## src/rtl/led_mode_ctrl.sv

```systemverilog
// LED mode controller: debounced keys drive run/pause, pattern mode and speed.
// Emits a registered step index and a one-cycle tick on each step advance.
module led_mode_ctrl #(
    parameter logic [19:0] DEB_CNT  = 20'd999_999,
    parameter logic [23:0] TICK_DEF = 24'd9_999_999,
    parameter logic [23:0] TICK_MIN = 24'd1_249_999,
    parameter logic [23:0] TICK_MAX = 24'd15_999_999
) (
    input  logic       sys_clk,
    input  logic       sys_rst,
    input  logic [3:0] key,
    output logic       led_en,
    output logic       running,
    output logic [1:0] mode,
    output logic [1:0] step,
    output logic       tick
);

    typedef enum logic [1:0] {
        IDLE  = 2'd0,
        RUN   = 2'd1,
        PAUSE = 2'd2
    } state_t;

    logic [3:0]       sync1;
    logic [3:0]       sync2;
    logic [3:0]       deb;
    logic [3:0]       deb_d;
    logic [3:0]       press;
    logic [3:0][19:0] dcnt;

    state_t      state;
    state_t      state_nxt;
    logic [1:0]  mode_nxt;
    logic [1:0]  step_nxt;
    logic [23:0] per;
    logic [23:0] per_nxt;
    logic [23:0] cnt;
    logic [23:0] cnt_nxt;
    logic        tick_nxt;
    logic [23:0] per_half;
    logic [24:0] per_dbl;

    assign per_half = per >> 1;
    assign per_dbl  = {per, 1'b1};

    // Two-flop synchronizer; idles high like a released key
    always_ff @(posedge sys_clk or negedge sys_rst) begin
        if (!sys_rst) begin
            sync1 <= '1;
            sync2 <= '1;
        end else begin
            sync1 <= key;
            sync2 <= sync1;
        end
    end

    // Per-key debounce: level follows only after a full stable run
    always_ff @(posedge sys_clk or negedge sys_rst) begin
        if (!sys_rst) begin
            deb  <= '1;
            dcnt <= '0;
        end else begin
            for (int i = 0; i < 4; i++) begin
                if (sync2[i] == deb[i]) begin
                    dcnt[i] <= '0;
                end else if (dcnt[i] == DEB_CNT) begin
                    deb[i]  <= sync2[i];
                    dcnt[i] <= '0;
                end else begin
                    dcnt[i] <= dcnt[i] + 20'd1;
                end
            end
        end
    end

    // Registered press pulse on a debounced 1->0 transition
    always_ff @(posedge sys_clk or negedge sys_rst) begin
        if (!sys_rst) begin
            deb_d <= '1;
            press <= '0;
        end else begin
            deb_d <= deb;
            press <= deb_d & ~deb;
        end
    end

    // Controller state register
    always_ff @(posedge sys_clk or negedge sys_rst) begin
        if (!sys_rst) begin
            state <= IDLE;
        end else begin
            state <= state_nxt;
        end
    end

    // Next state and datapath; lowest key wins, key beats a due tick
    always_comb begin
        state_nxt = state;
        mode_nxt  = mode;
        step_nxt  = step;
        per_nxt   = per;
        cnt_nxt   = cnt;
        tick_nxt  = 1'b0;
        if (press[0]) begin
            mode_nxt = mode + 2'd1;
            step_nxt = 2'd0;
            cnt_nxt  = '0;
        end else if (press[1]) begin
            unique case (state)
                IDLE:    state_nxt = RUN;
                RUN:     state_nxt = PAUSE;
                PAUSE:   state_nxt = RUN;
                default: state_nxt = IDLE;
            endcase
        end else if (press[2]) begin
            if (per_half < TICK_MIN) begin
                per_nxt = TICK_MIN;
            end else begin
                per_nxt = per_half;
            end
            cnt_nxt = '0;
        end else if (press[3]) begin
            if (per_dbl > {1'b0, TICK_MAX}) begin
                per_nxt = TICK_MAX;
            end else begin
                per_nxt = per_dbl[23:0];
            end
            cnt_nxt = '0;
        end else if (state == RUN) begin
            if (cnt == per) begin
                tick_nxt = 1'b1;
                cnt_nxt  = '0;
                step_nxt = step + 2'd1;
            end else begin
                cnt_nxt = cnt + 24'd1;
            end
        end else if (state == IDLE) begin
            cnt_nxt = '0;
        end
    end

    // Registered datapath and outputs
    always_ff @(posedge sys_clk or negedge sys_rst) begin
        if (!sys_rst) begin
            mode    <= 2'd0;
            step    <= 2'd0;
            per     <= TICK_DEF;
            cnt     <= '0;
            tick    <= 1'b0;
            led_en  <= 1'b0;
            running <= 1'b0;
        end else begin
            mode    <= mode_nxt;
            step    <= step_nxt;
            per     <= per_nxt;
            cnt     <= cnt_nxt;
            tick    <= tick_nxt;
            led_en  <= (state_nxt != IDLE);
            running <= (state_nxt == RUN);
        end
    end

endmodule
```

## config.mk

```make
export PLATFORM = sky130hd
export DESIGN_NAME = led_mode_ctrl
export DESIGN_NICKNAME = d
export VERILOG_FILES = /design/src/rtl/led_mode_ctrl.sv
export SDC_FILE = /design/constraint.sdc
export NUM_CORES = 1
export LEC_CHECK = 0
export BUFFER_PORTS_ARGS = -buffer_cell sky130_fd_sc_hd__buf_2
export CORE_ASPECT_RATIO = 1.5
export CORE_MARGIN = 10
export CORE_UTILIZATION = 65
export CTS_BUF_LIST = sky130_fd_sc_hd__clkbuf_8
export CTS_CLUSTER_SIZE = 16
export DETAILED_ROUTE_END_ITERATION = 6
export GPL_ROUTABILITY_DRIVEN = 0
export PLACE_DENSITY = 0.82
export SYNTH_ARGS = -nofsm -noshare
export SYNTH_HDL_FRONTEND = slang
export SYNTH_SLANG_ARGS = --single-unit
```

## constraint.sdc

```tcl
create_clock -name sys_clk -period 3 [get_ports sys_clk]
set_input_delay 0.3 -clock sys_clk [delete_from_list [all_inputs] [get_ports sys_clk]]
set_output_delay 0.3 -clock sys_clk [all_outputs]
set_load 0.05 [all_outputs]
```

=== After elaboration in Yosys (flattened, before gate mapping) ===
Index checks and enable logic that the tools add are counted.

* Add/sub/neg operators: 7
* Order comparisons: 2
* Equality and inequality tests: 15
* Muxes and demuxes: 34
* Bitwise gates (word level): 8
* Reduce and logical (&&, ||, !) cells: 14

{| class="wikitable"
|+ Operators by type and width
! cell !! count
|-
| $mux W24 || 10
|-
| $mux W20 || 8
|-
| $add A20 B1 Y20 const B || 4
|-
| $eq A20 B20 Y1 const B || 4
|-
| $gt A25 B24 Y1 const B || 1
|-
| $add A24 B1 Y24 const B || 1
|-
| $eq A24 B24 Y1 || 1
|-
| $lt A23 B21 Y1 const B || 1
|-
| $mux W23 || 1
|-
| $mux W2 || 8
|-
| $reduce_and A2 Y1 || 5
|-
| $reduce_bool A2 Y1 || 4
|-
| $mux W1 || 6
|-
| $ne A2 B2 Y1 const B || 3
|-
| $not A1 Y1 || 6
|-
| $reduce_and A5 Y1 || 1
|-
| $reduce_bool A5 Y1 || 1
|-
| $add A2 B1 Y2 const B || 2
|-
| $and A4 B4 Y4 || 1
|-
| $eq A1 B1 Y1 || 4
|-
| $eq A2 B1 Y1 const B || 2
|-
| $not A4 Y4 || 1
|-
| $pmux W2 S2 || 1
|-
| $reduce_and A3 Y1 || 1
|-
| other kinds (3) || 3
|}

* Bits in registers: 157
* Logic and storage cells: 100

=== Logic depth before layout (Yosys ltp) ===
* Word-level depth: 7
* Depth in mapped cells: 8

=== Worst setup path after synthesis ===
Ideal clock, no wire load.

* Path type: register to register
* Start: register per[19]
* End: register step[1]
* Setup time: 0.125 ns
* Arrival time: 2.003 ns
* Slack: 0.872 ns
* Stages on the path, launching flop included: 8
* Buffers on the path: 1
* Clock period less this slack: 2.128 ns
* Cells stage by stage: dfstp_2 -> clkbuf_1 -> xor2_1 -> nor4_1 -> nand4_1 -> or2_1 -> nor4_1 -> mux2_2

* Word-level cells in the longest chain between the ends: 3

{| class="wikitable"
|+ Ends and longest elaborated chain
! item !! RTL line !! source
|-
| from (decl) || 36 || <nowiki>logic [23:0] per;</nowiki>
|-
| from (signal assigned) || 156 || <nowiki>per <= per_nxt;</nowiki>
|-
| $eq A24 B24 Y1 || 131 || <nowiki>if (cnt == per) begin</nowiki>
|-
| $reduce_bool A2 Y1 (no source line) || - ||
|-
| $reduce_and A5 Y1 (no source line) || - ||
|-
| to (signal assigned) || 155 || <nowiki>step <= step_nxt;</nowiki>
|-
| to (decl) || 15 || <nowiki>output logic [1:0] step,</nowiki>
|}

No other way between the ends.
A chain may end at the register's enable or synchronous reset.

=== Final worst setup path ===
* Start: register per[7]
* End: register step[1]

Same word-level chain as after synthesis.

==> results.toml <==
[worst_setup_path]
crit_buf_inv = 0
required_ns = 3.31
crit_top_cell = "nor4_1"
crit_chain = "xor2_1, nor4_1, nand4_1, or2_1, nor4_1, mux2_2"
critPathKind = "register to register"
path_max_fanout = 5
cp_slowest_cell = "dfrtp_1"
worstPathArrival_ns = 2.60
max_stage_delay_ns = 0.47
endpoint_kind = "register"
cp-start-kind = "register"
cp_top_family = "simple AND/OR/NAND/NOR gates"

[synth]
synth_area_mm2 = 0.00756
yosysSeqAreaShare_pct = 52.4
synth_top_area_share_pct = 42.0
ys_top_cells_by_area = "dfrtp_1, dfstp_2, xor2_1, nor2_1, xnor2_1"
syn-num-nets = 779
synth_top_area_cell = "dfrtp_1"
synth_compound_area_share_pct = 5.84
synthAdderAreaFrac_pct = 0.827
avgSynthCellArea_um2 = 9.85
ys_warn_count = 0
synth_flop_cell = "dfrtp_1"
synth_simple_gate_area_share_pct = 24.1
yosysUniqueCellTypes = 53
synthMuxAreaShare_pct = 1.03
synth_edf_count = 0
syn_inst = 768
async_reset_ff_share_pct = 100
synth_xor_area_share_pct = 13.3
ys_ff_latch = 157
synth_top_family_by_area = "simple AND/OR/NAND/NOR gates"

[power_and_ir_drop]
clock_power_share_pct = 40.4
combPwrFrac_pct = 2.6
p_per_area_mw_per_mm2 = 460
power.switching_uw = 842
switching_share_pct = 22.3
fin_total_pwr_mw = 3.78
ir_worst_vdd_uv = 353
power_frac_seq_pct = 57.0
p_int_mw = 2.94
leakage_nw = 3.75

[cts]
cts_tree = "yes"
clock-sinks = 157
root_buffer = "clkbuf_8"
h-tree-depth = 4
ctsResizeCount = 0
cts_buffers = 17
post-cts-setup-buffers = 0
clkTransAtPathRegs_ns = 0.08
cts_buffer_depth = 2
cts_hold_buffers = 5
clock_latency_ns = 0.44

[global_route]
grt_util_met3_pct = 3.68
grt_start_max_net_pins = 64
met1_usage_pct = 21.9
antenna_found_initial = 0
grt.total_usage_pct = 18.9
grt_pass1_vias = 5792
grt_pass1_wl_mm = 26.0
top_usage_layer = "met2"
overflow = 0
grtUsageMet2_pct = 32.7

[floorplanning]
num_io_pins = 13
die_h_um = 152
core-area_mm2 = 0.0115
initial_core_util_pct = 65.9
die_w_um = 108
rows = 48
die-area_mm2 = 0.0164

[sta]
worstMarginPinSlew_ns = 0.712
report.final.slew_viol_count = 0
finalCriticalPeriod_ns = 2.29
fin_skew_ns = 0.0136
grt_setup_unrepaired = "no"
finalHoldViolCount = 0
fin_crit_sh_pct = 76.3
fmax_ghz = 0.437
slew_headroom_pct = 52.1
setup_viol = 0
finalSetupTns_ns = 0

[drt]
drc = 0
totalWireLength_mm = 14.8
via_count = 5534
drtPass1Iterations = 5
drtIter0Drc = 229
wl_per_cell_um = 15.6
ant_nets = 0
routed_via_density = 5.83

[final_layout]
fin_nets = 797
n_antenna_cell = 0
synthToLayoutAreaGrowth_pct = 8.75
drive_gt1_share_pct = 12.1

[placement]
port_buffers = 12
hpwlAfterDp_mm = 10.5

[run]
drv_cap = 0

[run_status]
status = "completed"

[worst_hold_path]
min_path_type = "register to register"
## sequential cells by signal, indices dropped and copies added (netlist names), 4 cells and up
name / flops
deb_d: 4
sync2: 4
cnt: 24
deb: 4
press: 4
sync1: 4
per: 24
dcnt: 80
## cell families (layout without fill, tap and decap cells)
group                    after synthesis  after routing
buffers and inverters                 47             78
flip-flops                           157            157
XOR/XNOR                             115            115
AND/OR/NAND/NOR                      373            373
AO/OA/AOI/OAI                         64             64
adder cells (fa/ha/maj)                5              5
multiplexers                           7              7
## final cells by class
class	instances	area [µm²]
repair buffers	26	196
fillers	839	3250
well taps	150	188
clock inverters	13	126
inverters	20	75.1
multi-input cells	564	3410
clock buffers	19	262
flip-flops and latches	157	3970
## Yosys cell counts, drive strengths merged, types with 8 or more instances
master  count
xnor2      34
nand3      56
nand4      16
dfstp      30
clkbuf     24
and3       16
a21oi      10
nor2b      10
and4        8
inv        20
nor4       18
nor2      139
dfrtp     127
nor3        8
o21ai      21
xor2       81
nand2      62
o22ai       9
or3         8
## per-stage QoR
stage	cell area [µm²]	setup slack [ns]	cells	hold WS [ns]	utilization, %
2_1_floorplan	7560	0.872	768	0.00441	-
3_3_place_gp	7790	0.805	912	0.316	67.9
3_5_place_dp	7790	0.738	912	0.327	67.9
4_1_cts	8220	0.746	949	0.359	71.7
5_1_grt	8220	0.587	949	0.362	71.7
6_report	8220	0.711	949	0.358	71.7
## layer usage
layer,part of all wire [%],wire length (µm),up-vias
met3,4.1,614,32
li1,-,-,2652
met1,40,5980,2699
met5,0,0,-
met4,2.1,318,0
met2,53,7930,151
## power by group through the flow
stage                     clock network, mW  registers, mW  logic [mW]
after CTS                              1.56           2.16       0.103
after global placement                    0           2.19      0.0930
after global routing                   1.63           2.16       0.116
after floorplan                           0           2.19      0.0381
after detailed placement                  0           2.20      0.0977
final                                  1.53           2.16      0.0996
## final timing paths
kind,start,end,slack (ns),cells after the start
max,per[7]$_DFFE_PN0P_,step[1]$_DFFE_PN0P_,0.71,6
min,sync1[2]$_DFF_PN1_,sync2[2]$_DFF_PN1_,0.36,0
max reg2reg,per[7]$_DFFE_PN0P_,step[1]$_DFFE_PN0P_,0.71,6
min reg2reg,sync1[2]$_DFF_PN1_,sync2[2]$_DFF_PN1_,0.36,0
max in group asynchronous,sys_rst,deb[2]$_DFFE_PN1P_,1.67,3
min in group asynchronous,sys_rst,dcnt[71]$_DFF_PN0_,0.43,2
## cells in the final DEF, fill, tap and decap left out, drive strengths merged, types with 3 or more instances in the layout
master	n
nor2	139
dfrtp	127
xor2	81
nand2	62
nand3	56
xnor2	34
dfstp	30
inv	24
o21ai	21
buf	21
clkbuf	19
nor4	18
and3	16
nand4	16
nor2b	10
a21oi	10
o22ai	9
and4	8
nor3	8
or3	8
mux2	6
nor4b	6
a222oi	5
ha	5
dlygate4sd3	5
or2	5
nand3b	4
nand2b	4
clkinv	4
o31ai	3
a211o	3
nor3b	3
clkinvlp	3
a211oi	3
No activity file was read; power rests on OpenSTA's default activity.
